## src/rtl/logit_argmax.sv

```systemverilog
// logit_argmax: scans stored logits through the read port and latches
// the winning class, its logit and the top-1 minus top-2 margin.
module logit_argmax #(
  parameter int NUM_CLASSES = 10,
  parameter int LOGIT_W = 6,
  parameter int IDX_W = 4
) (
  input  logic               clk,
  input  logic               rst_n,
  input  logic               start,
  output logic [IDX_W-1:0]   read_addr,
  input  logic [LOGIT_W-1:0] read_data,
  output logic               busy,
  output logic               done,
  output logic [IDX_W-1:0]   class_idx,
  output logic [LOGIT_W-1:0] max_logit,
  output logic [LOGIT_W-1:0] margin
);
  typedef enum logic [1:0] {IDLE, SCAN, RESULT, DONE_ST} state_t;
  localparam logic signed [LOGIT_W-1:0] MIN = {1'b1, {(LOGIT_W-1){1'b0}}};
  localparam logic [IDX_W-1:0] LAST = IDX_W'(NUM_CLASSES - 1);
  state_t state;
  logic [IDX_W-1:0] idx, best_idx;
  logic signed [LOGIT_W-1:0] best, second, d;
  assign d = $signed(read_data);
  assign read_addr = state == SCAN ? idx : '0;
  always_ff @(posedge clk or negedge rst_n) begin
    if (!rst_n) begin
      state <= IDLE;
      idx <= '0;
      best_idx <= '0;
      best <= MIN;
      second <= MIN;
      busy <= 1'b0;
      done <= 1'b0;
      class_idx <= '0;
      max_logit <= '0;
      margin <= '0;
    end else begin
      case (state)
        IDLE: begin
          done <= 1'b0;
          busy <= 1'b0;
          if (start) begin
            idx <= '0;
            busy <= 1'b1;
            state <= SCAN;
          end
        end
        SCAN: begin
          if (idx == '0) begin
            best <= d;
            best_idx <= '0;
            second <= MIN;
          end else if (d > best) begin
            second <= best;
            best <= d;
            best_idx <= idx;
          end else if (d > second) begin
            second <= d;
          end
          if (idx == LAST) state <= RESULT;
          else idx <= idx + 1'b1;
        end
        RESULT: begin
          class_idx <= best_idx;
          max_logit <= best;
          // true difference lies in 0..2^LOGIT_W-1, so the modular result is exact
          margin <= best - second;
          done <= 1'b1;
          busy <= 1'b0;
          state <= DONE_ST;
        end
        DONE_ST: if (!start) state <= IDLE;
        default: state <= IDLE;
      endcase
    end
  end
endmodule
```

## config.mk

```make
export PLATFORM = sky130hd
export DESIGN_NAME = logit_argmax
export DESIGN_NICKNAME = d
export VERILOG_FILES = /design/src/rtl/logit_argmax.sv
export SDC_FILE = /design/constraint.sdc
export NUM_CORES = 1
export LEC_CHECK = 0
export CORE_MARGIN = 5
export CORE_UTILIZATION = 55
export CTS_CLUSTER_SIZE = 16
export DETAILED_ROUTE_END_ITERATION = 12
export HOLD_SLACK_MARGIN = 0.06
export PLACE_DENSITY = 0.79
export SETUP_SLACK_MARGIN = 0.1
export SYNTH_ARGS = -nofsm -noshare
export SYNTH_HDL_FRONTEND = slang
export SYNTH_SLANG_ARGS = --single-unit
```

## constraint.sdc

```tcl
create_clock -name clk -period 2.6 [get_ports clk]
set_input_delay 0.78 -clock clk [delete_from_list [all_inputs] [get_ports clk]]
set_output_delay 0.78 -clock clk [all_outputs]
set_load 0.05 [all_outputs]
```

==> results.json <==
{
  "fmax_mhz": 410,
  "crit_chain": "dlygate4sd2_1 -> ha_4 -> and4_4 -> and3_4 -> a21oi_2 -> o221a_1 -> buf_6 -> nor2_8 -> mux2_4",
  "h-tree-depth": 2,
  "dr.pass1.iters": 4,
  "utilization": 0.731,
  "synth_edf_count": 0,
  "grt_antenna_before_repair": 0,
  "internal_power_mw": 2.33,
  "final_cell_mix": "dfrtp_1 (38), inv_1 (27), nand2_1 (23), buf_4 (23), ha_1 (21)",
  "synth_fp_nets": 269,
  "synthArstFlopShare": 1.00,
  "syn_area_sq_um": 2410,
  "cap_violations": 0,
  "grt_pass1_vias": 1946,
  "drt-wirelength-per-cell_um": 15.1,
  "finClkSkew_ns": 0.00363,
  "p_leak_nw": 1.49,
  "routed_wirelength_mm": 5.21,
  "reg2reg_from": "best[5]",
  "cts.sinks": 40,
  "dpl_cell_area_sq_um": 2970,
  "final.period_utilization": 0.937,
  "powerDensity_nw_per_um2": 1360,
  "drv_slew": 0,
  "first_iter_violations": 117,
  "ys_seq_area_frac": 0.417,
  "track_usage": 0.190,
  "critPathMaxFanout": 3,
  "yosysWarnings": 0,
  "p_seq_frac": 0.253,
  "gp_congestion": 0.872,
  "endpoint_kind": "register",
  "p_switching_mw": 1.95,
  "hold_viol": 0,
  "p_total_mw": 4.28,
  "rsz0062_at_grt": "no",
  "grt_pass1_wl_mm": 9.11,
  "syn2layout_area_growth_pct": 30.4,
  "clk_pin_slew_worst_paths_ns": 0.07,
  "core_sq_um": 4290,
  "rows": 24,
  "ys_types": 47,
  "ys_seq_elements": 40,
  "peakVddDrop_mv": 0.814,
  "stdcell_area_sq_um": 3140,
  "postSynthCellCount": 235,
  "cp-startpoint": "read_data[5]",
  "die_x_um": 76.2,
  "start_util": 0.561,
  "vias": 1896,
  "dp_hpwl_mm": 3.87,
  "cts_tree": "yes",
  "clkPwrFrac": 0.099,
  "drc": 0,
  "grt-ovfl-total": 0,
  "worst_path_max_delay_cell": "mux2_4",
  "insertion_delay_ns": 0.30,
  "viasPerCell": 5.48,
  "drive_gt1_frac": 0.245,
  "boundaryPins": 31,
  "nets": 327,
  "layout_commonest_cell": "dfrtp_1",
  "cts_buffers": 5,
  "clock-root-buffer": "clkbuf_8",
  "pwr-share-comb": 0.648,
  "setup_viol_count_final": 0,
  "synth_ff_type": "dfrtp_1",
  "ant_nets": 0,
  "crit_required_ns": 2.78,
  "cp-start-kind": "input port",
  "maxSlewHeadroom": 0.667,
  "grt_start_max_net_pins": 41,
  "critical_path_class": "in2reg",
  "min_path_type": "in2async",
  "die-area_sq_um": 5800,
  "status": "finished, final reports clean",
  "critPathMaxStageDelay_ns": 0.30,
  "postSynthAreaPerCell_sq_um": 10.2,
  "swShare": 0.455,
  "clock_path_buffers": 2,
  "die_h_um": 76.2,
  "cp_data_arrival_time_ns": 2.62,
  "tightest_slew_ns": 0.497,
  "finalWorstPathRequiredPeriod_ns": 2.44,
  "io_buffers": 30,
  "n_antenna_cell": 0
}
## per-layer routing
metal / up-vias / routed length, um / global-route usage
met5: - / 0 / 0
met4: 0 / 134 / 0.0699
met3: 15 / 182 / 0.0402
met2: 49 / 2490 / 0.296
met1: 899 / 2410 / 0.261
li1: 933 / - / -
## timing repair
item                                    in CTS  in global routing
hold buffers                                 0                  0
setup buffers                                2                  0
endpoints found under the setup margin      10                 10
gates resized for setup                     14                  6
pin swaps                                   11                  2
## flip-flops by register name, summed over array words and instances (netlist names)
name,flops
best_idx,4
max_logit,6
margin,6
class_idx,4
busy,1
done,1
second,6
idx,4
state,2
best,6
## worst paths after layout
| kind | endpoint | slack, ns | cells past startpoint |
|---|---|---|---|
| max reg2reg | second[4] | 0.28 | 9 |
| min reg2reg | done | 0.49 | 1 |
| max in group asynchronous | best[5] | 1.89 | 2 |
| max | second[4] | 0.16 | 9 |
| min | idx[2] | 0.43 | 2 |
| min in group clk | done | 0.49 | 1 |
## final cells by class
cell class	instances	area [sq um]
clock buffer	8	90.1
fill	319	1150
inverter	28	105
multi-input combinational	161	1320
sequential	40	1000
tap	52	65.1
timing repair buffer	57	558
## worst max-delay path, delay by kind of cell
kind	cells	cell delay, ns
AOI/OAI and AO/OA	2	0.29
adders and majority gates	1	0.29
buffers and inverters	2	0.42
muxes	1	0.30
and+or+nand+nor	3	0.54
## stage by stage
step,hold slack [ns],setup slack [ns],setup TNS [ns],instances
CTS,0.445,0.115,0,346
global placement,0.468,-0.331,-3.09,336
floorplan,0.456,0.129,0,235
detailed placement,0.474,-0.377,-3.80,336
finish,0.432,0.163,0,346
global route,0.453,0.112,0,346
## logic make-up (layout without fill, tap and decap cells)
family | Yosys count | in the layout | synth area share
buf+inv | 34 | 93 | 0.0587
xor+xnor | 3 | 3 | 0.0109
flops | 40 | 40 | 0.417
mux | 23 | 23 | 0.108
simple gates | 59 | 59 | 0.127
fa+ha+maj | 25 | 25 | 0.133
compound gates | 51 | 51 | 0.147
## power by group through the flow
stage	sequential (mW)	clock, mW	combinational [mW]
final	1.08	0.426	2.77
after floorplan	1.48	0	1.39
after detailed placement	1.09	0	2.63
after CTS	1.08	0.439	2.73
after global placement	1.08	0	2.55
after global routing	1.12	0.460	3.00
## synthesized netlist by cell type, types with 3 or more instances
| library cell | number | share of area |
|---|---|---|
| a21o_1 | 3 | 0.0093 |
| a21oi_1 | 6 | 0.012 |
| a31oi_1 | 6 | 0.016 |
| and2_1 | 5 | 0.013 |
| and3_1 | 4 | 0.010 |
| dfrtp_1 | 38 | 0.39 |
| ha_1 | 24 | 0.12 |
| inv_1 | 28 | 0.044 |
| mux2_2 | 14 | 0.065 |
| mux2i_1 | 6 | 0.025 |
| nand2_1 | 23 | 0.036 |
| nand3_1 | 6 | 0.012 |
| nor2_1 | 8 | 0.012 |
| o21ai_0 | 19 | 0.039 |
| o2bb2ai_1 | 3 | 0.011 |
Power figures use the tool's default switching activity.
